### config.mk
export PLATFORM = sky130hd
export DESIGN_NAME = sram_controller_flat
export DESIGN_NICKNAME = d
export VERILOG_FILES = /design/src/rtl/sram_controller_if.sv /design/src/rtl/sram_controller.sv /design/src/flat_wrapper.sv
export SDC_FILE = /design/constraint.sdc
export NUM_CORES = 1
export LEC_CHECK = 0
export BUFFER_PORTS_ARGS = -buffer_cell sky130_fd_sc_hd__buf_2
export CAP_MARGIN = 20
export CORE_MARGIN = 2
export CORE_UTILIZATION = 50
export CTS_BUF_LIST = sky130_fd_sc_hd__clkbuf_8
export DETAILED_ROUTE_END_ITERATION = 8
export GPL_TIMING_DRIVEN = 0
export PLACE_DENSITY = 0.76
export SYNTH_ARGS = -nofsm -noshare
export SYNTH_HDL_FRONTEND = slang
export SYNTH_SLANG_ARGS = --single-unit
### constraint.sdc
create_clock -name clk -period 2.9 [get_ports clk]
set_clock_uncertainty 0.15 [all_clocks]
set_input_delay 0.58 -clock clk [delete_from_list [all_inputs] [get_ports clk]]
set_output_delay 0.58 -clock clk [all_outputs]
set_load 0.1 [all_outputs]
### src/rtl/sram_controller_if.sv
// CPU-side request/response and SRAM-side bus signals of sram_controller.
// The master side is the pipeline plus the external SRAM; the slave side is the controller.
interface sram_controller_if;
   logic        wr_en;
   logic        rd_en;
   logic [31:0] address;
   logic [31:0] write_data;
   logic [31:0] read_data;
   logic        ready;
   logic [17:0] sram_addr;
   logic [15:0] sram_dq_out;
   logic        sram_dq_oe;
   logic [15:0] sram_dq_in;
   logic        sram_we_n;

   modport master (
      output wr_en, rd_en, address, write_data, sram_dq_in,
      input  read_data, ready, sram_addr, sram_dq_out, sram_dq_oe, sram_we_n
   );

   modport slave (
      input  wr_en, rd_en, address, write_data, sram_dq_in,
      output read_data, ready, sram_addr, sram_dq_out, sram_dq_oe, sram_we_n
   );
endinterface

### src/rtl/sram_controller.sv
// Word-to-half-word sequencer for a 16-bit asynchronous SRAM with programmable wait states.
// ready is low while a request is in flight so the pipeline freezes until DONE.
module sram_controller #(
   parameter int WAIT_CYCLES = 2,
   parameter int BASE_ADDR   = 1024
) (
   input  logic              clk,
   input  logic              rst,
   sram_controller_if.slave  bus
);
   localparam logic [1:0] IDLE = 2'd0;
   localparam logic [1:0] LOW  = 2'd1;
   localparam logic [1:0] HIGH = 2'd2;
   localparam logic [1:0] DONE = 2'd3;

   localparam logic [3:0] LAST = 4'(WAIT_CYCLES - 1);

   logic [1:0]  state_q, state_d;
   logic [3:0]  cnt_q, cnt_d;
   logic        op_wr_q, op_wr_d;
   logic [16:0] word_q, word_d;
   logic [15:0] wdata_hi_q, wdata_hi_d;
   logic [31:0] read_data_q, read_data_d;
   logic [17:0] sram_addr_q, sram_addr_d;
   logic [15:0] dq_out_q, dq_out_d;
   logic        dq_oe_q, dq_oe_d;
   logic        we_n_q, we_n_d;

   logic [31:0] off;
   logic        req;
   logic        last;
   logic        unused_off;

   // Wrap-around offset; only bits [18:2] select the SRAM word, so out-of-range addresses alias.
   assign off        = bus.address - 32'(BASE_ADDR);
   assign unused_off = ^{off[31:19], off[1:0]};
   assign req        = bus.wr_en | bus.rd_en;
   assign last       = (cnt_q == LAST);

   always_comb begin
      state_d     = state_q;
      cnt_d       = cnt_q;
      op_wr_d     = op_wr_q;
      word_d      = word_q;
      wdata_hi_d  = wdata_hi_q;
      read_data_d = read_data_q;
      sram_addr_d = sram_addr_q;
      dq_out_d    = dq_out_q;
      dq_oe_d     = dq_oe_q;
      we_n_d      = we_n_q;
      case (state_q)
         IDLE: begin
            if (req) begin
               // Write wins when both requests are set; bus outputs for the low half are
               // registered here so they are valid on the first LOW cycle.
               op_wr_d     = bus.wr_en;
               word_d      = off[18:2];
               wdata_hi_d  = bus.write_data[31:16];
               cnt_d       = 4'd0;
               state_d     = LOW;
               sram_addr_d = {off[18:2], 1'b0};
               if (bus.wr_en) dq_out_d = bus.write_data[15:0];
               dq_oe_d     = bus.wr_en;
               we_n_d      = ~bus.wr_en;
            end
         end
         LOW: begin
            cnt_d = cnt_q + 4'd1;
            if (last) begin
               if (!op_wr_q) read_data_d[15:0] = bus.sram_dq_in;
               cnt_d       = 4'd0;
               state_d     = HIGH;
               sram_addr_d = {word_q, 1'b1};
               // we_n stays low across the half boundary; the SRAM latches on address change.
               if (op_wr_q) dq_out_d = wdata_hi_q;
            end
         end
         HIGH: begin
            cnt_d = cnt_q + 4'd1;
            if (last) begin
               if (!op_wr_q) read_data_d[31:16] = bus.sram_dq_in;
               cnt_d   = 4'd0;
               state_d = DONE;
               dq_oe_d = 1'b0;
               we_n_d  = 1'b1;
            end
         end
         default: begin
            state_d = IDLE;
         end
      endcase
   end

   always_ff @(posedge clk) begin
      if (rst) begin
         state_q     <= IDLE;
         cnt_q       <= 4'd0;
         op_wr_q     <= 1'b0;
         word_q      <= 17'd0;
         wdata_hi_q  <= 16'd0;
         read_data_q <= 32'd0;
         sram_addr_q <= 18'd0;
         dq_out_q    <= 16'd0;
         dq_oe_q     <= 1'b0;
         we_n_q      <= 1'b1;
      end else begin
         state_q     <= state_d;
         cnt_q       <= cnt_d;
         op_wr_q     <= op_wr_d;
         word_q      <= word_d;
         wdata_hi_q  <= wdata_hi_d;
         read_data_q <= read_data_d;
         sram_addr_q <= sram_addr_d;
         dq_out_q    <= dq_out_d;
         dq_oe_q     <= dq_oe_d;
         we_n_q      <= we_n_d;
      end
   end

   assign bus.ready       = (state_q == DONE) | ((state_q == IDLE) & ~req);
   assign bus.read_data   = read_data_q;
   assign bus.sram_addr   = sram_addr_q;
   assign bus.sram_dq_out = dq_out_q;
   assign bus.sram_dq_oe  = dq_oe_q;
   assign bus.sram_we_n   = we_n_q;
endmodule

### src/flat_wrapper.sv
// flat-port wrapper written by rule: the top's interface ports become plain ports
module sram_controller_flat 
#(
   parameter int WAIT_CYCLES = 2,
   parameter int BASE_ADDR   = 1024
)
  (clk, rst, bus_wr_en, bus_rd_en, bus_address, bus_write_data, bus_sram_dq_in, bus_read_data, bus_ready, bus_sram_addr, bus_sram_dq_out, bus_sram_dq_oe, bus_sram_we_n);
  sram_controller_if bus_i ();
  input  logic clk;
  input  logic rst;
  input wire logic [$bits(bus_i.wr_en)-1:0] bus_wr_en;
  input wire logic [$bits(bus_i.rd_en)-1:0] bus_rd_en;
  input wire logic [$bits(bus_i.address)-1:0] bus_address;
  input wire logic [$bits(bus_i.write_data)-1:0] bus_write_data;
  input wire logic [$bits(bus_i.sram_dq_in)-1:0] bus_sram_dq_in;
  output wire logic [$bits(bus_i.read_data)-1:0] bus_read_data;
  output wire logic [$bits(bus_i.ready)-1:0] bus_ready;
  output wire logic [$bits(bus_i.sram_addr)-1:0] bus_sram_addr;
  output wire logic [$bits(bus_i.sram_dq_out)-1:0] bus_sram_dq_out;
  output wire logic [$bits(bus_i.sram_dq_oe)-1:0] bus_sram_dq_oe;
  output wire logic [$bits(bus_i.sram_we_n)-1:0] bus_sram_we_n;
  assign bus_i.wr_en = bus_wr_en;
  assign bus_i.rd_en = bus_rd_en;
  assign bus_i.address = bus_address;
  assign bus_i.write_data = bus_write_data;
  assign bus_i.sram_dq_in = bus_sram_dq_in;
  assign bus_read_data = bus_i.read_data;
  assign bus_ready = bus_i.ready;
  assign bus_sram_addr = bus_i.sram_addr;
  assign bus_sram_dq_out = bus_i.sram_dq_out;
  assign bus_sram_dq_oe = bus_i.sram_dq_oe;
  assign bus_sram_we_n = bus_i.sram_we_n;
  sram_controller #(.WAIT_CYCLES(WAIT_CYCLES), .BASE_ADDR(BASE_ADDR)) u_core (.clk(clk), .rst(rst), .bus(bus_i));
endmodule
==> impl_results.md, run 1 <==
* Fill count at roughly 800
* CP Cell Sequence: inv_1 -> ha_1 -> buf_2 -> nor3b_4 -> buf_4 -> or2_2 -> buf_6
* Critical Path Start Type: register
* Fin Hold WS at 0.298 ns
* Internal power at 3.10 mW
* CP Max Fanout at 10
* Rows at 34
* Syn Inst Count at roughly 530
* Static Leak at 2.34 nW
* Worst Setup End Kind: primary output
* Worst EP required at approximately 2.2 ns
* Sw frac at a little over half
* Setup slack at placement at roughly 0.21 ns
* Power density cells at around 1200 nW/µm²
* Largest net degree at the start of global routing at 20
* NumNets Final at 768
* Slowest stage cell on the critical path: dfxtp_1
* Clk pwr share at 13.0%
* Die extent in y at between 90 and 100 µm
* Psw at around 3.7 mW
* Finished Layout Cells at 789
* Max_cap viols at 0
* Final setup violating endpoints at 0
* Starting density of the core at approximately half
* Crit-path max cell delay at roughly 0.41 ns
* FF-to-FF Start: u_core.state_q[0]
* HP Class: in -> reg
* Die area at around 9700 µm²
* CTS tree: built
* Part of the power in combinational logic at a little under three fifths
* H-tree levels at 3
* Placeable Area at approximately 8700 µm²
* Avg Inst Size Synth at between 8 and 9 µm²
* Worst-Margin Slew at between 0.7 and 0.8 ns
* Buffers plus inverters on the worst setup path at 4
* Critical path class: reg -> out
* Critical path endpoint: bus_ready
* Clock root buffer: clkbuf_8
* Residual DRC at 0
* Seq pwr share at between 30% and 40%
* Asr flop ratio synth at 0%
* Final WL at approximately 11,000 µm
* Antenna cell count at 0
* Clk sinks at 108
* Cells after DPL at about 770
* Yosys warnings at 0
* Grt total ovfl at 0
* Unrepaired setup endpoints after global routing: no
* Flop and latch count out of synthesis at 108
* Status: complete, no violations
* Io pins at roughly 150
* Port buffer count at roughly 140
* R2R setup slack at ~0.55 ns
* Post-CTS Setup Inserts at 0
* Most used DFF post-synth: dfxtp_1
* Clock buffer depth at 2
* Avg WL per Cell at roughly 14 µm
* DR pass1 iterations at 5
* Final hold violations at 0
* GP Congestion at approximately 0.8
* VDD IR max at 0.613 mV
* Reg2Reg Depth at 8
* Synth top cells by count: 128 x nand2_1, 108 x dfxtp_1, 66 x a21oi_1
* CTS Buf Count at 9
* Routed Antenna Nets at 0
* Sequential fraction of the synthesis area at 48.6%
* Area leader, netlist: dfxtp_1
* Setup TNS at 0 ns
* Synth Cell Area at roughly 4400 µm²
* RR Endpoint: u_core.bus.sram_dq_out[7]
* Gr usage total at approximately 23%
* Most common cell in the netlist: nand2_1
* Crit. Startpoint: u_core.state_q[0]
* Syn Nets at 620
* DR vias at between 4,000 and 5,000
* Synth area leaders: dfxtp_1 49%, nand2_1 11%, a21oi_1 7.4%
* Layout area overhead at 23.0%
* Period utilization at between 90 and 100%
* Post-DP HPWL at 8700 µm
* Final setup margin at between 0.1 and 0.15 ns
* Vias in the first global route at about 4,000
* Worst Path Arrival at roughly 2.0 ns
* Finished Core Util at between 60% and 70%
* Pins Over Slew Limit at 0
* Top cell type's share of synthesized area at between 40% and 50%
* Fmax at ~360 MHz
* Delay-heaviest family, CP: buffers and inverters
* Initial DRC count at ~150
* First-pass GRT wire length at 18,200 µm
* Fraction of layout cells with a size suffix above 1 at 25.0%
* Clk_lat worst skew at ~0.36 ns
* Initial antenna violation count at 0
* Minimum clock period after layout at approximately 2.8 ns
* Yosys cell types at 43
* Relative slew slack at a little under half
* Levels on crit path at 7
* EDFF count, synth at 0
* Post-DR vias/cell at 5.27
* Clock Pin Slew Worst Setup and Hold Paths at ~0.11 ns
* Die X at slightly below 100 µm
## routing by layer
layer / track usage (%) / share of wire [%] / up-vias
met4: 4.95 / 0.88 / 0
met5: 0 / 0 / -
met2: 40.0 / 49 / 125
met3: 5.37 / 6.4 / 6
li1: - / - / 2093
met1: 28.9 / 44 / 1933
## logic make-up (layout without fill, tap and decap cells)
kind of cell	Yosys count	in the layout	share of synthesized area (%)
and+or+nand+nor	213	213	21.2
xor gates and xnor gates	5	5	0.984
adders and majority gates	8	8	2.25
DFF	108	108	48.6
AOI/OAI and AO/OA	126	126	17.3
buffers and inverters	42	195	3.80
muxes	26	26	5.85
## timing repair
item / CTS / global route
setup endpoints to repair: 1 / 1
hold buffers: 0 / 0
gates resized for setup: 2 / 4
## worst min-delay path by stage
| stage | slack (ns) | startpoint | end | cells after the start |
|---|---|---|---|---|
| floorplan | 0.29 | u_core.wdata_hi_q[0] | u_core.wdata_hi_q[0] | 2 |
| global placement | 0.29 | u_core.bus.read_data[30] | u_core.bus.read_data[30] | 2 |
| detailed placement | 0.29 | u_core.bus.sram_addr[9] | u_core.bus.sram_addr[9] | 2 |
| CTS | 0.29 | bus_write_data[26] | u_core.wdata_hi_q[10] | 3 |
| global route | 0.28 | bus_write_data[18] | u_core.wdata_hi_q[2] | 3 |
| finish | 0.30 | bus_write_data[17] | u_core.wdata_hi_q[1] | 3 |
## per-stage QoR
stage | area, µm² | total power, mW
after CTS | 5470 | 6.87
final | 5470 | 6.84
after floorplan | 4450 | 5.27
after global routing | 5470 | 7.22
after global placement | 5270 | 5.91
after detailed placement | 5270 | 5.99
## cell usage in the layout, fill, tap and decap left out, drive strengths merged, types with 2 or more instances in the layout
cell	instances
clkbuf	36
ha	8
nand3b	6
nor2b	3
inv	8
nor3b	4
nor4	2
dfxtp	108
or3	4
o21ai	11
nor2	44
nor3	9
a211oi	33
o21bai	2
xnor2	5
a21oi	66
nand2	128
nand2b	3
a211o	4
o21a	3
buf	147
mux2i	26
o31ai	2
clkinv	4
## tightest hold or removal path, delay by kind of cell
family / cells / cell delay (ns)
AND/OR/NAND/NOR: 1 / 0.05
buffers and inverters: 1 / 0.10
AO/OA/AOI/OAI: 1 / 0.05
## power groups by stage
stage | combinational [mW] | clock (mW) | sequential, mW
6_report | 3.87 | 0.886 | 2.08
5_1_grt | 4.12 | 0.961 | 2.14
4_1_cts | 3.88 | 0.903 | 2.09
3_5_place_dp | 3.87 | 0 | 2.12
3_3_place_gp | 3.81 | 0 | 2.10
2_1_floorplan | 1.44 | 0 | 3.83
## final cells by class
cell class / instances / area [µm²] / share of cell area, %
well taps: 108 / 135 / 2.47
clock buffers: 10 / 138 / 2.51
flip-flops and latches: 108 / 2160 / 39.5
multi-input cells: 378 / 2120 / 38.7
inverters: 6 / 22.5 / 0.411
clock inverters: 6 / 56.3 / 1.03
plain buffers: 36 / 150 / 2.74
repair buffers: 137 / 692 / 12.6
## flip-flops by register name, summed over array words and instances (netlist names)
register	count
u_core.bus.sram_addr	18
u_core.wdata_hi_q	16
u_core.bus.sram_we_n	1
u_core.state_q	2
u_core.bus.sram_dq_out	16
u_core.bus.sram_dq_oe	1
u_core.op_wr_q	1
u_core.word_q	17
u_core.cnt_q	4
u_core.bus.read_data	32
No activity file was read; power rests on OpenSTA's default activity.
==> run 2: changes to the inputs <==
--- a/config.mk
+++ b/config.mk
@@ -13,6 +13,8 @@
 export DETAILED_ROUTE_END_ITERATION = 8
 export GPL_TIMING_DRIVEN = 0
 export PLACE_DENSITY = 0.76
+export SETUP_SLACK_MARGIN = 0.3
+export SKIP_LAST_GASP = 1
 export SYNTH_ARGS = -nofsm -noshare
 export SYNTH_HDL_FRONTEND = slang
 export SYNTH_SLANG_ARGS = --single-unit
==> constraint.sdc (replaced) <==
create_clock -name clk -period 3.12 [get_ports clk]
set_clock_uncertainty 0.15 [all_clocks]
set_input_delay 0.624 -clock clk [delete_from_list [all_inputs] [get_ports clk]]
set_output_delay 0.624 -clock clk [all_outputs]
set_load 0.1 [all_outputs]
==> impl_results.md, run 2 (synthesized netlist as in run 1, its figures left out) <==
* Rows at 34
* CP Max Fanout at 10
* HP Class: reg -> reg
* Initial DRC count at 146
* Part of the power in combinational logic at a little under three fifths
* Max_cap viols at 0
* Unrepaired setup endpoints after global routing: no
* Worst EP required at 2.35 ns
* Post-CTS Setup Inserts at 0
* DR pass1 iterations at 5
* Clk sinks at between 100 and 150
* First-pass GRT wire length at around 18,000 µm
* Fill count at about 780
* Fraction of layout cells with a size suffix above 1 at 25.3%
* Die extent in y at roughly 98 µm
* Finished Core Util at 63.3%
* Seq pwr share at a little under a third
* Residual DRC at 0
* Avg WL per Cell at roughly 14 µm
* Gr usage total at a little under a quarter
* Clock buffer depth at 2
* Final setup violating endpoints at 0
* Critical path class: reg -> out
* GP Congestion at roughly 0.82
* DR vias at 4,184
* CTS Buf Count at 9
* Minimum clock period after layout at 2.73 ns
* Hold Buf Count CTS at 0
* Area of the multi-input gates at 2120 µm²
* Sw frac at between 50% and 60%
* NumNets Final at approximately 770
* Seq. cell area at between 2000 and 2500 µm²
* Power density cells at 1160 nW/µm²
* Clk pwr share at approximately 13%
* Post-DR vias/cell at around 5.3
* Final hold violations at 0
* Initial antenna violation count at 0
* Setup TNS at 0 ns
* Clock root buffer: clkbuf_8
* Post-DP HPWL at roughly 8700 µm
* Grt total ovfl at 0
* Largest net degree at the start of global routing at 20
* Worst Setup End Kind: primary output
* Clock Pin Slew Worst Setup and Hold Paths at about 0.10 ns
* Status: complete, no violations
* CTS tree: built
* Leading cell type in the layout, fill and taps excluded: buf_2
* Vias in the first global route at 3,924
* Psw at about 3.5 mW
* Fmax at around 370 MHz
* Final total power at roughly 6.4 mW
* Critical Path Start Type: register
* Routed Antenna Nets at 0
* Placeable Area at 8680 µm²
* Period utilization at about 87%
* Pins Over Slew Limit at 0
* Worst-Margin Slew at between 0.7 and 0.8 ns
* Die X at 98.3 µm
* Internal power at roughly 2.9 mW
* Layout area overhead at 23.5%
* Clk_lat worst skew at 0.36 ns
* H-tree levels at 3
* VDD IR max at approximately 0.58 mV
* Port buffer count at 137
* Io pins at around 150
* Most frequent cells in the layout: 144 x buf_2, 128 x nand2_1, 106 x dfxtp_1
* Max reg flops at 32
* Antenna cell count at 0
* Worst Path Arrival at 1.95 ns
* Static Leak at 2.35 nW
* Final WL at between 10,000 and 15,000 µm
* Starting density of the core at 51.3%
* Relative slew slack at between 40% and 50%
* Die area at between 9000 and 10,000 µm²
## run 2: cell count changes in the layout (fill, tap and decap cells not counted), sizes merged
cell    previous run  this run
buf              147       146
clkbuf            36        37
## run 2: worst paths after layout
check / startpoint / endpoint / slack (ns) / cells past startpoint
worst max-delay path: u_core.state_q[0] / bus_ready / 0.39 / 7
worst min-delay path: u_core.bus.sram_addr[9] / u_core.bus.sram_addr[9] / 0.30 / 2
worst max register to register: u_core.state_q[0] / u_core.bus.sram_dq_out[7] / 0.81 / 8
worst min register to register: u_core.bus.sram_addr[9] / u_core.bus.sram_addr[9] / 0.30 / 2
## run 2: cell type report
type                       instances  area share (%)
timing repair buffer             137            12.8
sequential                       108            39.4
clock buffer                      10            2.51
inverter                           6           0.410
tap                              108            2.46
multi-input combinational        378            38.6
clock inverter                     6            1.02
buffer                            36            2.85
## run 2: layer usage
layer / part of all wire (%) / track usage (%)
met4: 0.88 / 4.95
met1: 43 / 28.9
met3: 6.8 / 5.51
met2: 49 / 40.1
met5: 0 / 0
## run 2: power groups by stage
stage	Clock (mW)	Combinational (mW)	Sequential, mW
after floorplan	0	1.34	3.56
after global placement	0	3.54	1.95
after detailed placement	0	3.60	1.97
after CTS	0.839	3.61	1.94
after global routing	0.893	3.85	1.99
final	0.823	3.62	1.94
## run 2: critical path, stage by stage (launching register included)
cell and delay [ns]:
dfxtp_2 0.37, inv_1 0.07, ha_1 0.19, clkbuf_4 0.17, nor3b_4 0.18, buf_6 0.14
or2_2 0.30, buf_12 0.17
## run 2: timing repair
action | 4_1_cts | 5_1_grt
gates resized for setup | 5 | 8
setup endpoints to repair | 1 | 1
pin swaps | 0 | 0
## run 2: per-stage QoR
step / area, µm² / cells / setup slack [ns] / hold WS (ns)
CTS: 5470 / 789 / 0.315 / 0.306
floorplan: 4450 / 528 / 0.668 / 0.286
detailed placement: 5270 / 773 / 0.355 / 0.292
global placement: 5270 / 773 / 0.360 / 0.290
global route: 5490 / 789 / 0.313 / 0.326
finish: 5490 / 789 / 0.391 / 0.303
